<file path="src/rtl/mult_seq.sv">
// mult_seq: sequential signed WIDTHxWIDTH multiplier, one shift-add step per cycle
module mult_seq #(
  parameter int WIDTH = 32
) (
  input  logic                 clk,
  input  logic                 rst_n,
  input  logic                 in_valid,
  output logic                 in_ready,
  input  logic [WIDTH-1:0]     a,
  input  logic [WIDTH-1:0]     b,
  output logic                 out_valid,
  input  logic                 out_ready,
  output logic [2*WIDTH-1:0]   p
);
  localparam int CW = $clog2(WIDTH);
  typedef enum logic [1:0] {IDLE, CALC, HOLD} state_t;
  state_t state, state_nxt;
  logic [WIDTH-1:0] ma, mb;
  logic sgn, last, accept;
  logic [2*WIDTH-1:0] acc, sum;
  logic [CW-1:0] cnt;
  assign last = cnt == CW'(WIDTH - 1);
  assign accept = state == IDLE && in_valid;
  // mb is shifted right each step, so bit 0 is always the current multiplier bit
  assign sum = acc + (mb[0] ? ({{WIDTH{1'b0}}, ma} << cnt) : '0);
  always_ff @(posedge clk or negedge rst_n)
    if (!rst_n) state <= IDLE;
    else state <= state_nxt;
  always_comb
    state_nxt = state == IDLE ? (in_valid ? CALC : IDLE) :
                state == CALC ? (last ? HOLD : CALC) :
                                (out_ready ? IDLE : HOLD);
  always_comb begin
    in_ready = state == IDLE;
    out_valid = state == HOLD;
  end
  always_ff @(posedge clk or negedge rst_n)
    if (!rst_n) begin
      ma <= '0;
      mb <= '0;
      sgn <= 1'b0;
      acc <= '0;
      cnt <= '0;
      p <= '0;
    end else if (accept) begin
      ma <= a[WIDTH-1] ? -a : a;
      mb <= b[WIDTH-1] ? -b : b;
      sgn <= a[WIDTH-1] ^ b[WIDTH-1];
      acc <= '0;
      cnt <= '0;
    end else if (state == CALC) begin
      acc <= sum;
      mb <= mb >> 1;
      cnt <= cnt + CW'(1);
      if (last) p <= sgn ? -sum : sum;
    end
endmodule

</file>
<file path="config.mk">
export PLATFORM = sky130hd
export DESIGN_NAME = mult_seq
export DESIGN_NICKNAME = d
export VERILOG_FILES = /design/src/rtl/mult_seq.sv
export SDC_FILE = /design/constraint.sdc
export NUM_CORES = 1
export LEC_CHECK = 0
export CELL_PAD_IN_SITES_DETAIL_PLACEMENT = 0
export CELL_PAD_IN_SITES_GLOBAL_PLACEMENT = 1
export CORE_MARGIN = 4
export CORE_UTILIZATION = 45
export DETAILED_ROUTE_END_ITERATION = 10
export PLACE_DENSITY_LB_ADDON = 0.1
export SLEW_MARGIN = 20
export SYNTH_ARGS = -nofsm -noshare
export SYNTH_HDL_FRONTEND = slang
export SYNTH_SLANG_ARGS = --single-unit
export TNS_END_PERCENT = 1
</file>
<file path="constraint.sdc">
create_clock -name clk -period 6.6 [get_ports clk]
set_input_delay 0.66 -clock clk [delete_from_list [all_inputs] [get_ports clk]]
set_output_delay 0.66 -clock clk [all_outputs]
set_load 0.05 [all_outputs]
</file>
# Yosys cells after proc, flatten, opt, wreduce, memory -nomap -nowiden
# Index checks and enable logic that the tools add are counted.
op_classes:
  addsub: 5
  n_eq_ne: 3
  shifts: 1
  n_mux: 15
  n_bitwise: 2
  reduce_logical: 4
op_table:
  columns: ["operator", "count"]
  rows:
  - ["two-way mux 64 bit", 4]
  - ["two-way mux 32 bit", 4]
  - ["adder 64 bit", 1]
  - ["negator 32 bit", 2]
  - ["negator 64 bit", 1]
  - ["left shift 32 x 5 -> 64 bit", 1]
  - ["two-way mux 5 bit", 2]
  - ["two-way mux 2 bit", 4]
  - ["adder 5 x 1 -> 5 bit, second input constant", 1]
  - ["== test 5 bit, second input constant", 1]
  - ["AND reduction 3 bit", 1]
  - ["== test 2 x 1 -> 1 bit, second input constant", 1]
  - ["== test 2 bit, second input constant", 1]
  - ["zero test 2 bit", 1]
  - ["nonzero test 2 bit", 1]
  - ["logical AND 1 bit", 1]
  - ["two-way mux 1 bit", 1]
  - ["inverter 1 bit", 1]
  - ["bitwise XOR 1 bit", 1]
totals:
  reg_bits: 200
  inputBits: 68
  output_inout_bits: 66
  elab_cells: 37

# Longest topological paths before layout
# Gate-level depths: netlist of run 1.
logic_depth:
  ltp_word: 5
  mapped_depth: 25
  ltp_nobuf: 22

# Worst setup path after synthesis of run 1
# OpenSTA, ideal clock, no wires.
synth_timing:
  path_kind: "flip-flop to flip-flop"
  start: "reg cnt[0]"
  end: "reg p[53]"
  setup_ns: 0.125
  t_arrival_ns: 5.601
  t_required_ns: 6.475
  path_slack_ns: 0.874
  stages_incl_launch_ff: 21
  n_path_buf: 3
  synth_period_minus_slack_ns: 5.726
  path_cell_list: "dfrtp_1 -> clkbuf_1 -> buf_1 -> mux4_2 -> mux2_2 -> o21ai_0 -> o22ai_1 -> ha_1 -> clkbuf_1 -> nand4_1 -> nor4_1 -> o21ai_0 -> a31oi_1 -> mux2i_1 -> nor3_1 -> or4_1 -> nor3_1 -> nand4_4 -> o21ai_2 -> xnor2_1 -> mux2_2"
synth_via:
  elab_chain_len: 5
  word_cells_on_any_way: 7
  classes_between: "add/sub (2); eq/ne (1); shift (1); mux (2); reduce/logical (1)"
synth_lines:
  columns: ["item", "line", "text"]
  rows:
  - ["start, declared", "21", "logic [CW-1:0] cnt;"]
  - ["start signal, assigned", "54", "cnt <= cnt + CW'(1);"]
  - ["left shift 32 x 5 -> 64 bit", "25", "assign sum = acc + (mb[0] ? ({{WIDTH{1'b0}}, ma} << cnt) : '0);"]
  - ["two-way mux 64 bit", "25", null]
  - ["adder 64 bit", "25", null]
  - ["negator 64 bit", "55", "if (last) p <= sgn ? -sum : sum;"]
  - ["two-way mux 64 bit", "55", null]
  - ["end signal, assigned", "55", null]
  - ["end, declared", "13", "output logic [2*WIDTH-1:0] p"]
# Several ways; a longest one is shown, not always the timed one.
# A chain may end at the register's enable or synchronous reset.

# Worst setup path after layout of run 1
layout_timing:
  start: "reg cnt[0]"
  end: "reg p[63]"
# Same word-level chain as after synthesis.

==> results of run 1 <==
[repair_timing]
item | 4_1_cts | 5_1_grt
endpoints found under the setup margin | 7 | 27
buffers inserted | 0 | 3
resized for setup | 1 | 6
pin swaps | 0 | 1
[worst reg2reg max path, stage by stage (launching register included)]
cell and delay, ns:
dfrtp_4 0.57, buf_4 0.24, mux4_2 0.53, mux2_2 0.30
o21ai_0 0.41, o22ai_1 0.17, ha_1 0.58, nand4_1 0.33
nor4_1 0.36, o21ai_0 0.23, a31oi_2 0.43, a21oi_1 0.22
o221ai_1 0.21, xor2_1 0.19, nor4_1 0.43, buf_4 0.20
nand4_1 0.18, o41ai_2 0.35, xnor2_1 0.18, o21ai_1 0.08
[layer usage]
| layer | track usage [%] | up-vias |
|---|---|---|
| met3 | 3.75 | 65 |
| met4 | 7.30 | 0 |
| li1 | - | 8111 |
| met2 | 41.5 | 530 |
| met5 | 0 | - |
| met1 | 41.4 | 7964 |
[cell type report]
cell class                      count  area [µm²]
Multi-Input combinational cell   1819       11500
Timing Repair Buffer              219        1990
Fill cell                        3806       17900
Inverter                           34         131
Clock buffer                       22         454
Sequential cell                   200        5010
Clock inverter                     10         120
Tap cell                          511         639
[cells in the mapped netlist, types with 33 or more instances]
cell type  instances  area, µm²
nand4_1           45        282
xnor2_1           80        701
clkbuf_1         111        417
xor2_1            85        744
nand2_1          403       1510
o21ai_1           34        170
a21oi_1          120        601
a31oi_1           36        225
o21ai_0          203       1020
nand3_1           92        460
nor3_1            41        205
o31ai_1           43        323
ha_1              68        851
inv_1             33        124
dfrtp_1          200       5000
nor2_1           158        593
mux2i_1           46        460
[logic make-up (layout without fill, tap and decap cells)]
kind of cell	after synthesis	in the layout	synth area share, %
muxes	90	90	6.82
AOI/OAI and AO/OA	608	608	22.2
adders and majority gates	69	69	5.08
and+or+nand+nor	887	887	24.1
buffers and inverters	181	285	4.19
DFF	200	200	29.2
xor gates and xnor gates	165	165	8.43
[power groups by stage]
stage / sequential [µW] / clock (µW) / combinational, µW
after CTS: 2310 / 1110 / 8750
after detailed placement: 2330 / 0 / 8720
after global placement: 2310 / 0 / 8670
after global routing: 2380 / 1150 / 9670
final: 2310 / 1080 / 8900
after floorplan: 2610 / 0 / 5540
[per-stage QoR]
stage / utilization, % / cell area (µm²)
global placement: 51.0 / 19200
CTS: 52.5 / 19800
global route: 52.6 / 19800
detailed placement: 51.0 / 19200
floorplan: - / 17100
finish: 52.6 / 19800
[worst min path at each step]
stage / from / endpoint / slack, ns / cells after the start
global placement: p[5]$_DFFE_PN0P_ / p[5]$_DFFE_PN0P_ / 0.46 / 2
CTS: rst_n / p[10]$_DFFE_PN0P_ / 0.31 / 1
finish: rst_n / p[10]$_DFFE_PN0P_ / 0.26 / 1
floorplan: rst_n / acc[0]$_DFFE_PN0P_ / 0.36 / 0
detailed placement: p[29]$_DFFE_PN0P_ / p[29]$_DFFE_PN0P_ / 0.47 / 2
global route: rst_n / p[10]$_DFFE_PN0P_ / 0.34 / 1
[flip-flops by register name, summed over array words and instances (netlist names)]
| signal | flops |
|---|---|
| mb | 32 |
| cnt | 5 |
| state | 2 |
| ma | 32 |
| p | 64 |
| acc | 64 |
| sgn | 1 |
==> flow_metrics.env, run 1 <==
export IMPL_cp_required_ns=6.91
export IMPL_syn_num_nets=2337
export IMPL_critPathTopFamily="compound AO/OA/AOI/OAI gates"
export IMPL_cts_buffers=17
export IMPL_p_sw_uw=6700
export IMPL_final_cell_count_no_fill=2815
export IMPL_ys_flop_type="dfrtp_1"
export IMPL_start_util_pct=45.5
export IMPL_area_growth_syn_to_layout_pct=15.6
export IMPL_outcome="finished clean"
export IMPL_seq_area_frac_synth_pct=29.2
export IMPL_synth_cell_types=92
export IMPL_internal_power_uw=5590
export IMPL_crit_path_start_kind="flip-flop"
export IMPL_synthArstFlopShare_pct=100
export IMPL_gr_usage_all_layers_pct=27.4
export IMPL_slew_headroom_pct=33.1
export IMPL_hold_buffers=0
export IMPL_cts_tree="done"
export IMPL_clock_path_buffers=2
export IMPL_path_clk_slew_ns=0.07
export IMPL_p_sw_share_pct=54.5
export IMPL_dieArea_um2=41300
export IMPL_fin_crit_ns=6.33
export IMPL_drt_initial_drc_count=1311
export IMPL_yosysWarnings=0
export IMPL_drt_first_pass_iters=5
export IMPL_drv_cap=0
export IMPL_endpoint="p[63]$_DFFE_PN0P_"
export IMPL_die_w_um=203
export IMPL_cts_max_level=4
export IMPL_cp_cell_sequence="buf_4 > mux4_2 > mux2_2 > o21ai_0 > o22ai_1 > ha_1 > nand4_1 > nor4_1 > o21ai_0 > a31oi_2 > a21oi_1 > o221ai_1 > xor2_1 > nor4_1 > buf_4 > nand4_1 > o41ai_2 > xnor2_1 > o21ai_1"
export IMPL_yosys_register_bits=200
export IMPL_grt_antenna_before_repair=1
export IMPL_fin_nets=2428
export IMPL_grt_pass1_vias=15700
export IMPL_regToRegStartpoint="cnt[0]$_DFFE_PN0P_"
export IMPL_p_leak_uw=0.00832
export IMPL_vdd_drop_max_uv=268
export IMPL_worst_pin_slew_ns=1.00
export IMPL_num_rows=71
export IMPL_synthCells=2200
export IMPL_wl_met3_um=3670
export IMPL_grt_ovfl_total=0
export IMPL_rrSetupSlack_ns=0.27
export IMPL_wl_met1_um=27600
export IMPL_place_congestion=0.960
export IMPL_crit_path_top_delay_cell="ha_1"
export IMPL_drc=0
export IMPL_io_pins=134
export IMPL_top_layer="met4"
export IMPL_synth_edf_count=0
export IMPL_arrival_ns=6.65
export IMPL_worst_path_largest_cell_delay_ns=0.58
export IMPL_final_layout_size_suffix_gt1_share_pct=9.20
export IMPL_final_antenna_net_count=0
export IMPL_syn_area_per_cell_um2=7.79
export IMPL_setup_violations=0
export IMPL_vias=16700
export IMPL_crit_buf_inv=2
export IMPL_io_buffers=133
export IMPL_dp_hpwl_um=45500
export IMPL_cts_sinks=200
export IMPL_rr_worst_depth=19
export IMPL_diodes=0
export IMPL_drv_slew=0
export IMPL_crit_fanout=15
export IMPL_floorplan_die_height_um=203
export IMPL_final_common_cell="nand2_1"
export IMPL_grt_pass1_wl_um=90100
export IMPL_layout_common_cells="nand2_1 (400), o21ai_0 (202), dfrtp_1 (196), nor2_1 (158), clkdlybuf4s50_1 (130)"
export IMPL_routed_via_density=5.92
export IMPL_syn_cell_area_um2=17100
export IMPL_report_power_total_uw=12300
export IMPL_met2_wirelength_um=24900
export IMPL_place_ws_ns=-0.00999
export IMPL_fmax_mhz=158
export IMPL_p_seq_share_pct=18.8
export IMPL_routedWlPerCell_um=20.4
export IMPL_holdWs_ns=0.261
export IMPL_p_clk_share_pct=8.8
export IMPL_hold_viol_final=0
export IMPL_finalCritPeriodShare_pct=95.9
export IMPL_core_area_um2=37700
export IMPL_combinationalPowerShare_pct=72.4
export IMPL_grt_start_max_net_pins=106
export IMPL_dp_cells=2780
export IMPL_fin_tns_setup_ns=0
export IMPL_clk_latency_ns=0.46
export IMPL_worstReg2RegEnd="p[63]$_DFFE_PN0P_"
export IMPL_worst_slack_ns=0.269
export IMPL_cp_end_kind="flip-flop"
export IMPL_startpoint="cnt[0]$_DFFE_PN0P_"
export IMPL_powerDensity_nw_per_um2=620
export IMPL_cp_depth=19
export IMPL_crit_type="flip-flop to flip-flop"
export IMPL_root_buffer="clkbuf_16"
export IMPL_hold_class="primary input to async pin"
export IMPL_totalWireLength_um=57400
export IMPL_rsz0062_at_grt="false"
export IMPL_skew_ns=0.0117
(Power assumes the default switching activity.)
==> run 2, diff against run 1 <==
--- a/config.mk
+++ b/config.mk
@@ -8,7 +8,7 @@
 export CELL_PAD_IN_SITES_DETAIL_PLACEMENT = 0
 export CELL_PAD_IN_SITES_GLOBAL_PLACEMENT = 1
 export CORE_MARGIN = 4
-export CORE_UTILIZATION = 45
+export CORE_UTILIZATION = 48
 export DETAILED_ROUTE_END_ITERATION = 10
 export PLACE_DENSITY_LB_ADDON = 0.1
 export SLEW_MARGIN = 20
==> constraint.sdc (replaced) <==
create_clock -name clk -period 7.8 [get_ports clk]
set_input_delay 0.78 -clock clk [delete_from_list [all_inputs] [get_ports clk]]
set_output_delay 0.78 -clock clk [all_outputs]
set_load 0.05 [all_outputs]
==> run 2 against run 1 <==
Clock skew rose by 0.0031 ns. Clock power decreased by 12%. Final area down 2.6%. Sequential cell count stayed put. Non-clock buffer count shrank 59. Largest cell class unchanged. Fmax down 9.8%. Global-route usage is 0.90 points higher.
==> flow_metrics.env, run 2 (synthesis results as in run 1) <==
export IMPL_grt_pass1_wl_um=87600
export IMPL_cp_required_ns=8.11
export IMPL_powerDensity_nw_per_um2=518
export IMPL_cts_sinks=200
export IMPL_fin_crit_ns=7.02
export IMPL_rr_worst_depth=22
export IMPL_post_cts_resized=0
export IMPL_routedWlPerCell_um=20.7
export IMPL_fin_nets=2369
export IMPL_vias=16600
export IMPL_worst_pin_slew_ns=1.00
export IMPL_final_cell_count_no_fill=2700
export IMPL_hold_class="primary input to async pin"
export IMPL_io_buffers=133
export IMPL_reg_top3="acc: 64 flops, p: 64 flops"
export IMPL_setup_violations=0
export IMPL_crit_fanout=31
export IMPL_drv_cap=0
export IMPL_core_area_um2=34900
export IMPL_path_clk_slew_ns=0.08
export IMPL_fin_area_um2=19300
export IMPL_fin_tns_setup_ns=0
export IMPL_root_buffer="clkbuf_16"
export IMPL_cts_tree="done"
export IMPL_cp_end_kind="flip-flop"
export IMPL_diodes=0
export IMPL_dieArea_um2=38800
export IMPL_dp_cells=2668
export IMPL_routed_via_density=6.13
export IMPL_place_congestion=0.998
export IMPL_p_leak_uw=0.00804
export IMPL_arrival_ns=7.33
export IMPL_die_w_um=197
export IMPL_final_antenna_net_count=0
export IMPL_floorplan_die_height_um=197
export IMPL_hold_viol_final=0
export IMPL_final_layout_size_suffix_gt1_share_pct=6.73
export IMPL_hold_buffers=0
export IMPL_clk_latency_ns=0.47
export IMPL_drv_slew=0
export IMPL_cts_buffers=17
export IMPL_grt_pass1_vias=15300
export IMPL_gr_usage_all_layers_pct=28.3
export IMPL_slew_headroom_pct=33.2
export IMPL_fin_util_pct=55.3
export IMPL_clock_path_buffers=2
export IMPL_grt_antenna_before_repair=1
export IMPL_start_util_pct=49.1
export IMPL_final_common_cell="nand2_1"
export IMPL_crit_path_start_kind="flip-flop"
export IMPL_skew_ns=0.0148
export IMPL_dp_hpwl_um=43500
export IMPL_grt_start_max_net_pins=109
export IMPL_vdd_drop_max_uv=275
export IMPL_layout_common_cells="nand2_1 (400), o21ai_0 (203), dfrtp_1 (197), nor2_1 (158), clkdlybuf4s50_1 (131)"
export IMPL_fmax_mhz=142
export IMPL_holdWs_ns=0.355
export IMPL_outcome="finished clean"
export IMPL_drt_initial_drc_count=1292
export IMPL_post_cts_buffers=0
export IMPL_drt_first_pass_iters=5
export IMPL_dpl_cell_area_um2=18700
export IMPL_grt_ovfl_total=0
export IMPL_drc=0
export IMPL_area_growth_syn_to_layout_pct=12.6
export IMPL_totalWireLength_um=55800
export IMPL_num_rows=68
export IMPL_crit_type="flip-flop to flip-flop"
export IMPL_io_pins=134
export IMPL_cts_max_level=4
export IMPL_finalCritPeriodShare_pct=90.0
export IMPL_rsz0062_at_grt="false"
run 2: changes by cell type in the layout (fill, tap and decap cells not counted), moves of 2 or more:
cell      change
buf_4        -59
inv_8         +6
clkbuf_1      -4
clkinv_4      +2
inv_6         -2
run 2: layout make-up:
cell class | count | area (µm²)
fillers | 3418 | 15600
repair buffers | 160 | 1540
clock buffers | 17 | 425
clock inverters | 15 | 183
inverters | 34 | 128
multi-input cells | 1819 | 11500
well taps | 455 | 569
flip-flops and latches | 200 | 5010
run 2: per-layer routing:
metal | share of wire, % | GRT usage, % | vias to the layer above
met5 | 0 | 0 | -
met1 | 47 | 42.0 | 7903
met4 | 2.4 | 7.88 | 0
li1 | - | - | 8015
met3 | 7.2 | 4.31 | 66
met2 | 43 | 43.3 | 575
run 2: worst paths after layout:
kind,startpoint,to,slack (ns)
hold reg to reg,p[39]$_DFFE_PN0P_,p[39]$_DFFE_PN0P_,0.48
hold / removal,rst_n,p[3]$_DFFE_PN0P_,0.35
setup reg to reg,cnt[0]$_DFFE_PN0P_,p[55]$_DFFE_PN0P_,0.78
setup / recovery,cnt[0]$_DFFE_PN0P_,p[55]$_DFFE_PN0P_,0.78
min in group clk,p[39]$_DFFE_PN0P_,p[39]$_DFFE_PN0P_,0.48
max in group asynchronous,rst_n,sgn$_DFFE_PN0P_,6.24
run 2: power by group:
group / leakage, µW / internal [µW] / switching, µW
logic: 0.00519 / 2490 / 4600
registers: 0.00256 / 1510 / 464
clock network: 0.000296 / 488 / 461
total: 0.00804 / 4480 / 5520
run 2: worst max-delay path, stage by stage, from the launching register on:
cell and delay, ns:
dfrtp_2 0.86, buf_4 0.33, mux2_2 0.36, o21ai_0 0.30, inv_1 0.10, mux2i_1 0.25, nand2_1 0.08, o21ai_0 0.12
mux2i_1 0.13, and2_1 0.21, ha_1 0.42, nand4_1 0.24, nor4_1 0.41, o21ai_0 0.16, a31oi_1 0.66, mux2i_1 0.26
nor3_1 0.14, or4_1 0.63, nor3_1 0.37, nand4_4 0.26, o41ai_2 0.31, xor2_1 0.19, o21ai_1 0.07
run 2: through the flow:
step	setup WS [ns]	power, µW
after detailed placement	0.978	8930
after floorplan	2.07	6890
after CTS	0.949	9910
final	0.782	10000
after global routing	0.281	10800
after global placement	1.02	8850
